==> config.mk <==
export PLATFORM = sky130hd
export DESIGN_NAME = uart_tx_fifo
export DESIGN_NICKNAME = d
export VERILOG_FILES = /design/src/rtl/uart_tx_fifo.sv
export SDC_FILE = /design/constraint.sdc
export NUM_CORES = 1
export LEC_CHECK = 0
export CORE_MARGIN = 2
export CORE_UTILIZATION = 60
export CTS_BUF_LIST = sky130_fd_sc_hd__clkbuf_4
export DETAILED_ROUTE_END_ITERATION = 12
export PLACE_DENSITY_LB_ADDON = 0.2
export SYNTH_ARGS = -nofsm -noshare
export SYNTH_HDL_FRONTEND = slang
export SYNTH_SLANG_ARGS = --single-unit
==> constraint.sdc <==
create_clock -name clk -period 5.05 [get_ports clk]
set_input_delay 1.01 -clock clk [delete_from_list [all_inputs] [get_ports clk]]
set_output_delay 1.01 -clock clk [all_outputs]
set_load 0.03 [all_outputs]
==> src/rtl/uart_tx_fifo.sv <==
// UART 8N1 transmitter fed by a byte FIFO; consumes registered bus write strobes
// and reports FIFO occupancy, full/empty and a sticky overflow flag.
module uart_tx_fifo #(
   parameter int unsigned DEPTH_LOG2 = 4,
   parameter int unsigned DIV_WIDTH  = 16
) (
   input  logic                 clk,
   input  logic                 rst,
   input  logic                 wr_en,
   input  logic [7:0]           wr_data,
   input  logic [DIV_WIDTH-1:0] bit_width,
   input  logic                 clr_overflow,
   output logic                 tx,
   output logic                 busy,
   output logic                 fifo_empty,
   output logic                 fifo_full,
   output logic [DEPTH_LOG2:0]  level,
   output logic                 overflow
);

   localparam int unsigned DEPTH = 1 << DEPTH_LOG2;
   localparam int unsigned LW    = DEPTH_LOG2 + 1;

   typedef enum logic [1:0] {IDLE, START, DATA, STOP} state_t;

   state_t                state;
   logic [7:0]            mem [DEPTH];
   logic [DEPTH_LOG2-1:0] wptr;
   logic [DEPTH_LOG2-1:0] rptr;
   logic [7:0]            shift;
   logic [2:0]            idx;
   logic [DIV_WIDTH-1:0]  bw;
   logic [DIV_WIDTH-1:0]  cnt;

   logic                  push_c;
   logic                  pop_c;
   logic                  drop_c;
   logic [LW-1:0]         level_next_c;
   logic [DIV_WIDTH-1:0]  bw_in_c;

   // A pop only ever sees the registered empty flag, so a byte pushed this edge waits one cycle.
   always_comb begin
      push_c       = wr_en && !fifo_full;
      drop_c       = wr_en && fifo_full;
      pop_c        = !fifo_empty && ((state == IDLE) || ((state == STOP) && (cnt == '0)));
      bw_in_c      = (bit_width == '0) ? DIV_WIDTH'(1) : bit_width;
      level_next_c = level;
      if (push_c && !pop_c) begin
         level_next_c = level + LW'(1);
      end else if (pop_c && !push_c) begin
         level_next_c = level - LW'(1);
      end
   end

   always_ff @(posedge clk) begin
      if (push_c && !rst) begin
         mem[wptr] <= wr_data;
      end
   end

   // Pointers, occupancy and status flags.
   always_ff @(posedge clk) begin
      if (rst) begin
         wptr       <= '0;
         rptr       <= '0;
         level      <= '0;
         fifo_empty <= 1'b1;
         fifo_full  <= 1'b0;
         overflow   <= 1'b0;
      end else begin
         if (push_c) begin
            wptr <= wptr + DEPTH_LOG2'(1);
         end
         if (pop_c) begin
            rptr <= rptr + DEPTH_LOG2'(1);
         end
         level      <= level_next_c;
         fifo_empty <= (level_next_c == '0);
         fifo_full  <= (level_next_c == LW'(DEPTH));
         if (drop_c) begin
            overflow <= 1'b1;
         end else if (clr_overflow) begin
            overflow <= 1'b0;
         end
      end
   end

   // Frame sequencer; tx and busy are set on the edge that enters each state or bit.
   always_ff @(posedge clk) begin
      if (rst) begin
         state <= IDLE;
         tx    <= 1'b1;
         busy  <= 1'b0;
         shift <= '0;
         idx   <= '0;
         bw    <= DIV_WIDTH'(1);
         cnt   <= '0;
      end else begin
         case (state)
            IDLE: begin
               tx <= 1'b1;
               if (pop_c) begin
                  shift <= mem[rptr];
                  bw    <= bw_in_c;
                  cnt   <= bw_in_c - DIV_WIDTH'(1);
                  state <= START;
                  tx    <= 1'b0;
                  busy  <= 1'b1;
               end
            end
            START: begin
               if (cnt == '0) begin
                  cnt   <= bw - DIV_WIDTH'(1);
                  idx   <= '0;
                  state <= DATA;
                  tx    <= shift[0];
               end else begin
                  cnt <= cnt - DIV_WIDTH'(1);
               end
            end
            DATA: begin
               if (cnt == '0) begin
                  cnt <= bw - DIV_WIDTH'(1);
                  if (idx == 3'd7) begin
                     state <= STOP;
                     tx    <= 1'b1;
                  end else begin
                     shift <= shift >> 1;
                     idx   <= idx + 3'd1;
                     tx    <= shift[1];
                  end
               end else begin
                  cnt <= cnt - DIV_WIDTH'(1);
               end
            end
            STOP: begin
               if (cnt == '0) begin
                  if (pop_c) begin
                     shift <= mem[rptr];
                     bw    <= bw_in_c;
                     cnt   <= bw_in_c - DIV_WIDTH'(1);
                     state <= START;
                     tx    <= 1'b0;
                  end else begin
                     state <= IDLE;
                     tx    <= 1'b1;
                     busy  <= 1'b0;
                  end
               end else begin
                  cnt <= cnt - DIV_WIDTH'(1);
               end
            end
            default: begin
               state <= IDLE;
               tx    <= 1'b1;
               busy  <= 1'b0;
            end
         endcase
      end
   end

endmodule

After elaboration in Yosys (flattened, before gate mapping)
Memory sizes are Yosys's and may differ from the RTL's. A register that Yosys moved wholly into a read port is not among the register bits. Index checks and enable logic that the tools add are counted.

Logic and storage cells: 104. Register bits after elaboration: 63. RAM bits: 128. Memories kept: 1. Output and inout port bits: 10.

Eq/ne operators: 12. Add/sub/neg operators: 8. Muxes and demuxes: 42. Reductions and logical operators: 28.

Memories: mem (depth 16, bits a word 8, rd ports 1, clocked after Yosys merged registers in 1, write ports 1, line 27) `logic [7:0] mem [DEPTH];`.

Operator list (number): 16-bit two-way mux (6); 16-bit case mux with 3 select lines (1); 16-bit by 1-bit subtractor with 16-bit output, second input constant (3); 16-bit logical NOT (2); 8-bit two-way mux (4); 16-bit case mux with 2 select lines (1); 8-bit case mux with 3 select lines (1); 1-bit two-way mux (13); 2-bit != test, second input constant (6); 4-bit AND reduction (3); 2-bit two-way mux (5); 5-bit two-way mux (2); 3-bit two-way mux (3); 4-bit by 1-bit adder with 4-bit output, second input constant (2); 4-bit two-way mux (2); 2-bit case mux with 4 select lines (1); 1-bit logical AND (7); 3-bit case mux with 2 select lines (1); 2-bit nonzero test (3); 5-bit by 1-bit adder with 5-bit output, second input constant (1); 5-bit == test, second input constant (1); 1-bit logical NOT (5); 5-bit logical NOT (1); 5-bit AND reduction (1); other kinds (14) (15).

Logic depth before layout (Yosys ltp)
Gate-level depths: netlist of the first run.

Depth after elaboration: 8. Gate-level depth with buffers: 11. Gate-level depth less buffers: 10.

Worst setup path after synthesis of the first run
Ideal clock, no wire load.

Kind: input to register. Start: input bit_width[7]. End: register cnt[6]. Cell stages on the path: 11. Arrival time: 3094 ps. Required time: 4980 ps. Path buffers: 1. Slack: 1885 ps. Cells stage by stage: clkbuf_1 or4_1 nor3_1 a31oi_1 ha_1 nor2b_1 and3_1 xnor2_1 o21ai_0 nand2_1 a21oi_1.

Cells in the longest elaborated chain, start to end: 6.

RTL lines: from (decl) (line 11) `input logic [DIV_WIDTH-1:0] bit_width,`; 16-bit logical NOT * (line 46) `bw_in_c = (bit_width == '0) ? DIV_WIDTH'(1) : bit_width;`; 16-bit two-way mux * (line 46); 16-bit by 1-bit subtractor with 16-bit output * (line 105, 141); 16-bit two-way mux * (line 102, 138); 16-bit two-way mux (line 137) `if (cnt == '0) begin`; 16-bit case mux with 3 select lines * (line 99) `case (state)`; to (signal assigned) (line 105) `cnt <= bw_in_c - DIV_WIDTH'(1);`; to (signal assigned) (line 113) `cnt <= bw - DIV_WIDTH'(1);`; to (signal assigned) (line 141) `cnt <= bw_in_c - DIV_WIDTH'(1);`; to (decl) (line 33) `logic [DIV_WIDTH-1:0] cnt;`.

Every way passes the cells marked *; elsewhere a longest branch is shown, timed or not. A chain may end at the register's enable or synchronous reset.

Final worst setup path of the first run
Start: register fifo_empty. End: output fifo_empty.

RTL lines: from (decl) (line 15) `output logic fifo_empty,`; from (signal assigned) (line 78) `fifo_empty <= (level_next_c == '0);`.

No word-level cell between the ends.

==> results of run 1 <==
-- flip-flops by register name, summed over array words and instances, names as in the netlist, 2 cells and up, named ones only --
| name | cells |
|---|---|
| level | 5 |
| cnt | 16 |
| shift | 8 |
| mem | 128 |
| bw | 16 |
| rptr | 4 |
| wptr | 4 |
| idx | 3 |
| state | 2 |
-- final timing paths --
kind                         startpoint             endpoint  slack, ns
setup / recovery  fifo_empty$_SDFF_PP1_           fifo_empty       1.63
hold / removal      bw[15]$_SDFFE_PP0P_  bw[15]$_SDFFE_PP0P_       0.48
setup reg to reg      cnt[0]$_SDFF_PP0_   bw[4]$_SDFFE_PP0P_       1.82
hold reg to reg     bw[15]$_SDFFE_PP0P_  bw[15]$_SDFFE_PP0P_       0.48
-- cells by family after synthesis --
group           after synthesis  share of synthesized area (%)
compound gates              149                           11.1
xor+xnor                     40                           3.79
fa+ha+maj                    16                           2.16
buf+inv                      59                           2.80
flops                       195                           56.1
mux                          49                           9.83
simple gates                257                           14.2
-- power groups by stage --
| stage | Combinational [mW] | Sequential (mW) | Clock [mW] |
|---|---|---|---|
| after floorplan | 1.85 | 2.11 | 0 |
| after global placement | 2.29 | 2.17 | 0 |
| after detailed placement | 2.35 | 2.19 | 0 |
| after CTS | 2.36 | 2.15 | 0.956 |
| after global routing | 2.62 | 2.19 | 1.01 |
| final | 2.40 | 2.16 | 0.941 |
-- placed cells by master (no fill, tap or decap), types with 14 or more instances in the layout --
master	n
clkdlybuf4s50_1	36
clkbuf_4	17
xor2_1	19
dfxtp_1	66
nand2_1	80
xnor2_1	21
mux4_2	33
nor3_1	35
a21oi_1	41
inv_1	17
nor2_1	57
mux2i_1	14
a211oi_1	25
o21ai_0	19
edfxtp_1	128
ha_1	16
-- final cells by class --
type	instances	area share, %
Antenna cell	1	0.0248
Clock buffer	17	1.27
Clock inverter	14	2.11
Inverter	18	0.670
Multi-Input combinational cell	511	37.8
Sequential cell	195	51.5
Tap cell	188	2.33
Timing Repair Buffer	47	4.37
-- per-layer routing --
layer	global-route usage, %	wire length (microns)	vias to the layer above	share of wire (%)
li1	-	-	2961	-
met1	33.2	8180	3202	39
met2	44.9	10500	296	50
met3	5.30	1330	69	6.4
met4	12.5	861	0	4.1
met5	0	0	-	0
-- through the flow --
| step | instances | util, % | total power, mW | hold WS (ns) |
|---|---|---|---|---|
| 4_1_cts | 990 | 66.5 | 5.47 | 0.489 |
| 5_1_grt | 991 | 66.5 | 5.82 | 0.517 |
| 3_5_place_dp | 959 | 64.3 | 4.54 | 0.469 |
| 2_1_floorplan | 765 | - | 3.96 | 0.449 |
| 6_report | 991 | 66.5 | 5.50 | 0.485 |
| 3_3_place_gp | 959 | 64.3 | 4.46 | 0.457 |
==> out/metrics.csv, run 1 <==
stage;metric;value;unit
run_status;status;finished clean;
floorplanning;die_w;128;microns
critical_path;crit_chain;clkdlybuf4s50_1;
logic_synthesis;yosysTopAreaCellShare;41.6;%
final_layout;stdcell_area;10100;sq um
logic_synthesis;synth_largest_area_cell;edfxtp_1;
power;power_leakage;3.29;nW
final_layout;multi_input_area;3800;sq um
clock_tree;cts_root_buf;clkbuf_4;
worst_hold_path;min_path_cells;2;
floorplanning;core.rowCount;45;
timing;min_period;3.42;ns
drt;vias_per_cell;6.59;
timing;fin_setup_tns;0;ns
floorplanning;die-area;16400;sq um
logic_synthesis;synth.top_cells.by_count;edfxtp_1, nand2_1, dfxtp_1;
timing;fin_crit_sh;67.7;%
placed_design;placed_area;9730;sq um
power;switching_share;41.7;%
clock_tree;clock_sinks;195;
final_layout;fillers;1125;
worst_hold_path;hp-class;reg2reg;
placed_design;port_buffers;37;
power;vdd_drop_max;349;uV
run;maxCapViolations;0;
drt;vias;6528;
critical_path;cp_slowest_cell;dfxtp_1;
logic_synthesis;syn_area;9250;sq um
power;switchingPower;2.29;mW
grt;antenna_found_initial;1;
final_layout;register_area;5190;sq um
critical_path;cpLargestDelayFamily;flip-flops;
logic_synthesis;synthTopCellsByArea;edfxtp_1, dfxtp_1, mux4_2;
floorplanning;die_height;128;microns
logic_synthesis;avgSynthCellArea;12.1;sq um
drt;ant_nets;0;
logic_synthesis;synth_fp_nets;809;
placed_design;dp_hpwl;14500;microns
logic_synthesis;synthArstFlopShare;0;%
logic_synthesis;ys_ff_latch;195;
logic_synthesis;synth_enable_flop_cells;128;
floorplanning;core_area;15100;sq um
critical_path;max_stage_delay;1.00;ns
floorplanning;initial_utilization;61.1;%
timing;worst_slew_pin_slew;1.06;ns
power;clockPowerShare;17.1;%
timing;max_slew_margin;29.4;%
grt;grt-ovfl-total;0;
clock_tree;cts_made_buffers;17;
critical_path;crit_buf_inv;1;
grt;grt_first_pass_wirelength;33300;microns
critical_path;worstPathMaxFanout;25;
grt;grt_max_degree;60;
critical_path;critPathLaunchType;flip-flop;
drt;wl_per_cell;21.1;microns
final_layout;drive_above_1_share;12.1;%
clock_tree;cts-htree-levels;4;
timing;fin_skew;0.0320;ns
clock_tree;holdBufCountCts;0;
timing;slew_violations;0;
critical_path;critPathCaptureType;output port;
critical_path;path_depth;1;
critical_path;worstPathArrival;2.41;ns
clock_tree;cts_buffer_depth;2;
grt;grt_pass1_vias;6349;
timing;setup_viol;0;
logic_synthesis;yosysSeqAreaShare;56.1;%
drt;drtIter0Drc;774;
clock_tree;cts_tree;done;
timing;layout_setup_ws;1.63;ns
drt;drt_pass1_iterations;5;
drt;drt-total-wl;20900;microns
grt;track_usage;26.6;%
logic_synthesis;ys_types;73;
clock_tree;cts_resized;0;
timing;final_hold_viol_count;0;
timing;rsz0062_at_grt;false;
critical_path;rr_worst_depth;8;
power;seq_power_share;39.2;%
placed_design;preCtsSetupSlack;1.16;ns
placed_design;routabilityCongestion;0.943;
clock_tree;clk_pin_slew;0.17;ns
clock_tree;clock_latency;0.58;ns
power;internal_power;3.21;mW
drt;route.detailed.drc;0;
floorplanning;pin_count;38;
power;comb_power_share;43.6;%
power;power.density;546;nW/um^2
logic_synthesis;yosysMostFrequentCell;edfxtp_1;
clock_tree;post-cts-setup-buffers;0;
final_layout;nNetsFinal;834;
logic_synthesis;syn_inst;765;
final_layout;syn2layout_area_growth;8.96;%
logic_synthesis;yosys_most_used_dff;edfxtp_1;
critical_path;crit_type;reg2out;
timing;fmax;292;MHz
critical_path;required;4.04;ns
logic_synthesis;ys_warn_count;0;
(Power assumes the default switching activity.)
==> run 2, diff against run 1 <==
--- a/config.mk
+++ b/config.mk
@@ -6,7 +6,7 @@
 export NUM_CORES = 1
 export LEC_CHECK = 0
 export CORE_MARGIN = 2
-export CORE_UTILIZATION = 60
+export CORE_UTILIZATION = 57
 export CTS_BUF_LIST = sky130_fd_sc_hd__clkbuf_4
 export DETAILED_ROUTE_END_ITERATION = 12
 export PLACE_DENSITY_LB_ADDON = 0.2
==> constraint.sdc (replaced) <==
create_clock -name clk -period 3 [get_ports clk]
set_input_delay 0.6 -clock clk [delete_from_list [all_inputs] [get_ports clk]]
set_output_delay 0.6 -clock clk [all_outputs]
set_load 0.03 [all_outputs]
==> run 2 against run 1 <==
Register-to-register slack worse by 1.5 ns. Flip-flop and latch count unchanged. Count of clock-buffer cells in the layout up 2. Clock power increased by 45%. Wire length grew 4.4%. Power up 72%. Global-route usage is 0.67 points lower. Critical path type unchanged. Largest power group unchanged. Hold slack got worse by 0.0068 ns. Critical endpoint unchanged. Non-clock buffer count rose by 56. Clock skew is 0.00064 ns higher. Final cell count rose by 8.6%. Critical path depth did not move.
==> out/metrics.csv, run 2 (same netlist as run 1, synthesis figures left out) <==
stage;metric;value;unit;change
timing;worst_slew_pin_slew;0.699;ns;-0.357 ns
timing;fmax;373;MHz;
final_layout;syn2layout_area_growth;13.3;%;
drt;drt-total-wl;21800;microns;+4.4%
placed_design;dp_cells;1043;;+8.8%
run_status;status;finished clean;;
floorplanning;core_area;15900;sq um;+4.9%
critical_path;critPathLaunchType;flip-flop;;
critical_path;critPathCaptureType;output port;;
power;power.density;900;nW/um^2;+65%
floorplanning;pin_count;38;;unchanged
timing;min_period;2.68;ns;
clock_tree;cts_root_buf;clkbuf_4;;
power;power_leakage;3.54;nW;+7.6%
drt;drt_pass1_iterations;5;;unchanged
critical_path;cpLargestDelayFamily;buffers and inverters;;
final_layout;largestRegisters;mem: 128 flops, bw: 16 flops, cnt: 16 flops;;
critical_path;required;2.40;ns;-1.64 ns
clock_tree;clock_latency;0.59;ns;about the same
drt;highest_layer;met4;;
worst_hold_path;min_path_cells;2;;unchanged
grt;track_usage;25.9;%;-0.67 points
floorplanning;initial_utilization;58.2;%;-2.8 points
clock_tree;post-cts-setup-buffers;0;;unchanged
worst_hold_path;hp-class;reg2reg;;
clock_tree;cts-htree-levels;4;;unchanged
power;power;9.44;mW;+72%
timing;setup_viol;0;;unchanged
drt;vias_per_cell;6.14;;-6.8%
grt;grt_pass1_vias;6589;;+3.8%
critical_path;crit_type;reg2out;;
timing;max_slew_margin;53.4;%;+24 points
final_layout;top_register;mem;;
clock_tree;clock_sinks;195;;unchanged
drt;ant_nets;0;;unchanged
drt;route.detailed.drc;0;;unchanged
drt;met1_length;8680;microns;+6.2%
critical_path;cp_slowest_cell;clkdlybuf4s50_1;;
floorplanning;die-area;17300;sq um;+5.1%
timing;fin_crit_sh;89.4;%;
worst_hold_path;whs_endpoint;overflow$_SDFFE_PP0P_;;
final_layout;drive_above_1_share;18.0;%;+5.9 points
critical_path;worstPathMaxFanout;12;;-52%
drt;drtIter0Drc;543;;-30%
final_layout;nNetsFinal;890;;+6.7%
critical_path;crit_buf_inv;1;;unchanged
critical_path;rr_worst_depth;8;;unchanged
clock_tree;cts_tree;done;;
critical_path;r2r-end;fifo_empty$_SDFF_PP1_;;
drt;wl_met2;11100;microns;+5.7%
critical_path;rr_startpoint;cnt[0]$_SDFF_PP0_;;
worst_hold_path;min-delay-start;overflow$_SDFFE_PP0P_;;
final_layout;postLayoutCoreUtil;66.0;%;-0.55 points
timing;rsz0062_at_grt;false;;
floorplanning;die_height;131;microns;+2.5%
final_layout;finalNonFillerCells;1076;;+8.6%
placed_design;routabilityCongestion;0.908;;-3.7%
grt;grt_first_pass_wirelength;34600;microns;+3.9%
drt;vias;6603;;+1.1%
power;vdd_drop_max;486;uV;+39%
critical_path;max_stage_delay;0.78;ns;-0.22 ns
timing;layout_setup_ws;0.317;ns;-1.31 ns
timing;fin_setup_tns;0;ns;unchanged
drt;wl_per_cell;20.3;microns;-3.8%
critical_path;path_depth;1;;unchanged
final_layout;largest_reg_flops;128;;unchanged
drt;wl_met3;1250;microns;-6.2%
critical_path;crit_chain;clkdlybuf4s50_1;;
timing;fin_skew;0.0326;ns;+0.000638 ns
grt;grt-ovfl-total;0;;unchanged
clock_tree;clk_pin_slew;0.19;ns;+0.02 ns
run;maxCapViolations;0;;unchanged
placed_design;dp_hpwl;15900;microns;+9.3%
final_layout;layout_common_cells;edfxtp_1, nand2_1, dfxtp_1, buf_4, nor2_1;;
clock_tree;cts_buffer_depth;2;;unchanged
final_layout;final_common_cell;edfxtp_1;;
critical_path;worstPathArrival;2.08;ns;-0.33 ns
floorplanning;core.rowCount;46;;+2.2%
placed_design;preCtsSetupSlack;-0.198;ns;-1.36 ns
grt;grt_max_degree;60;;unchanged
grt;antenna_found_initial;1;;unchanged
floorplanning;die_w;131;microns;+2.5%
placed_design;port_buffers;37;;unchanged
critical_path;r2r_slack;0.37;ns;-1.45 ns
clock_tree;cts_made_buffers;17;;unchanged
timing;final_hold_viol_count;0;;unchanged
timing;slew_violations;0;;unchanged
==> run 2: cell count changes in the layout (fill, tap and decap cells not counted), sizes merged <==
cell and delta:
buf +56, bufinv -3, clkinv +3, clkbuf +2, inv -2, clkinvlp +1
==> run 2: tightest hold or removal path, stage by stage (launching register included) <==
cell,delay (ns)
dfxtp_1,0.35
nand2b_1,0.06
a21oi_1,0.05
==> run 2: layout make-up <==
| cell class | instances | area [sq um] |
|---|---|---|
| flip-flops and latches | 195 | 5190 |
| repair buffers | 103 | 861 |
| clock inverters | 13 | 145 |
| inverters | 18 | 67.6 |
| diodes | 1 | 2.50 |
| clock buffers | 19 | 143 |
| multi-input cells | 511 | 3810 |
| well taps | 216 | 270 |
| fillers | 1227 | 5400 |
==> run 2: stage by stage <==
stage / hold slack [ns] / instance area, sq um
after floorplan: 0.449 / 9250
after global placement: 0.453 / 10200
after detailed placement: 0.465 / 10200
after CTS: 0.487 / 10500
after global routing: 0.510 / 10500
final: 0.478 / 10500
==> run 2: layer usage <==
metal  up-vias  GRT usage, %
li1       3080             -
met5         -             0
met2       263          44.8
met1      3200          31.3
met3        60          5.79
met4         0          11.5
==> run 2: what timing repair did <==
action,in CTS,in global routing
gates resized for setup,0,1
endpoints found under the setup margin,0,1
hold buffers,0,0
==> run 2: worst max path at each step <==
stage	start	endpoint	slack [ns]
2_1_floorplan	bit_width[7]	cnt[6]$_SDFF_PP0_	0.25
3_3_place_gp	bit_width[7]	cnt[6]$_SDFF_PP0_	-0.16
3_5_place_dp	bit_width[7]	cnt[14]$_SDFF_PP0_	-0.20
4_1_cts	cnt[1]$_SDFF_PP0_	bw[7]$_SDFFE_PP0P_	0.27
5_1_grt	cnt[1]$_SDFF_PP0_	bw[12]$_SDFFE_PP0P_	0.18
6_report	fifo_empty$_SDFF_PP1_	fifo_empty	0.32
==> run 2: power breakdown <==
group          leakage (nW)  switching (mW)  internal [mW]
logic                  1.69            2.60           1.86
clock network         0.152           0.971          0.394
registers              1.70           0.461           3.16
==> run 3, diff against run 2 <==
--- a/config.mk
+++ b/config.mk
@@ -8,6 +8,7 @@
 export CORE_MARGIN = 2
 export CORE_UTILIZATION = 57
 export CTS_BUF_LIST = sky130_fd_sc_hd__clkbuf_4
+export CTS_CLUSTER_SIZE = 28
 export DETAILED_ROUTE_END_ITERATION = 12
 export PLACE_DENSITY_LB_ADDON = 0.2
 export SYNTH_ARGS = -nofsm -noshare
==> results of run 3 <==
Final layout, timing and power as in run 2 (identical DEF).
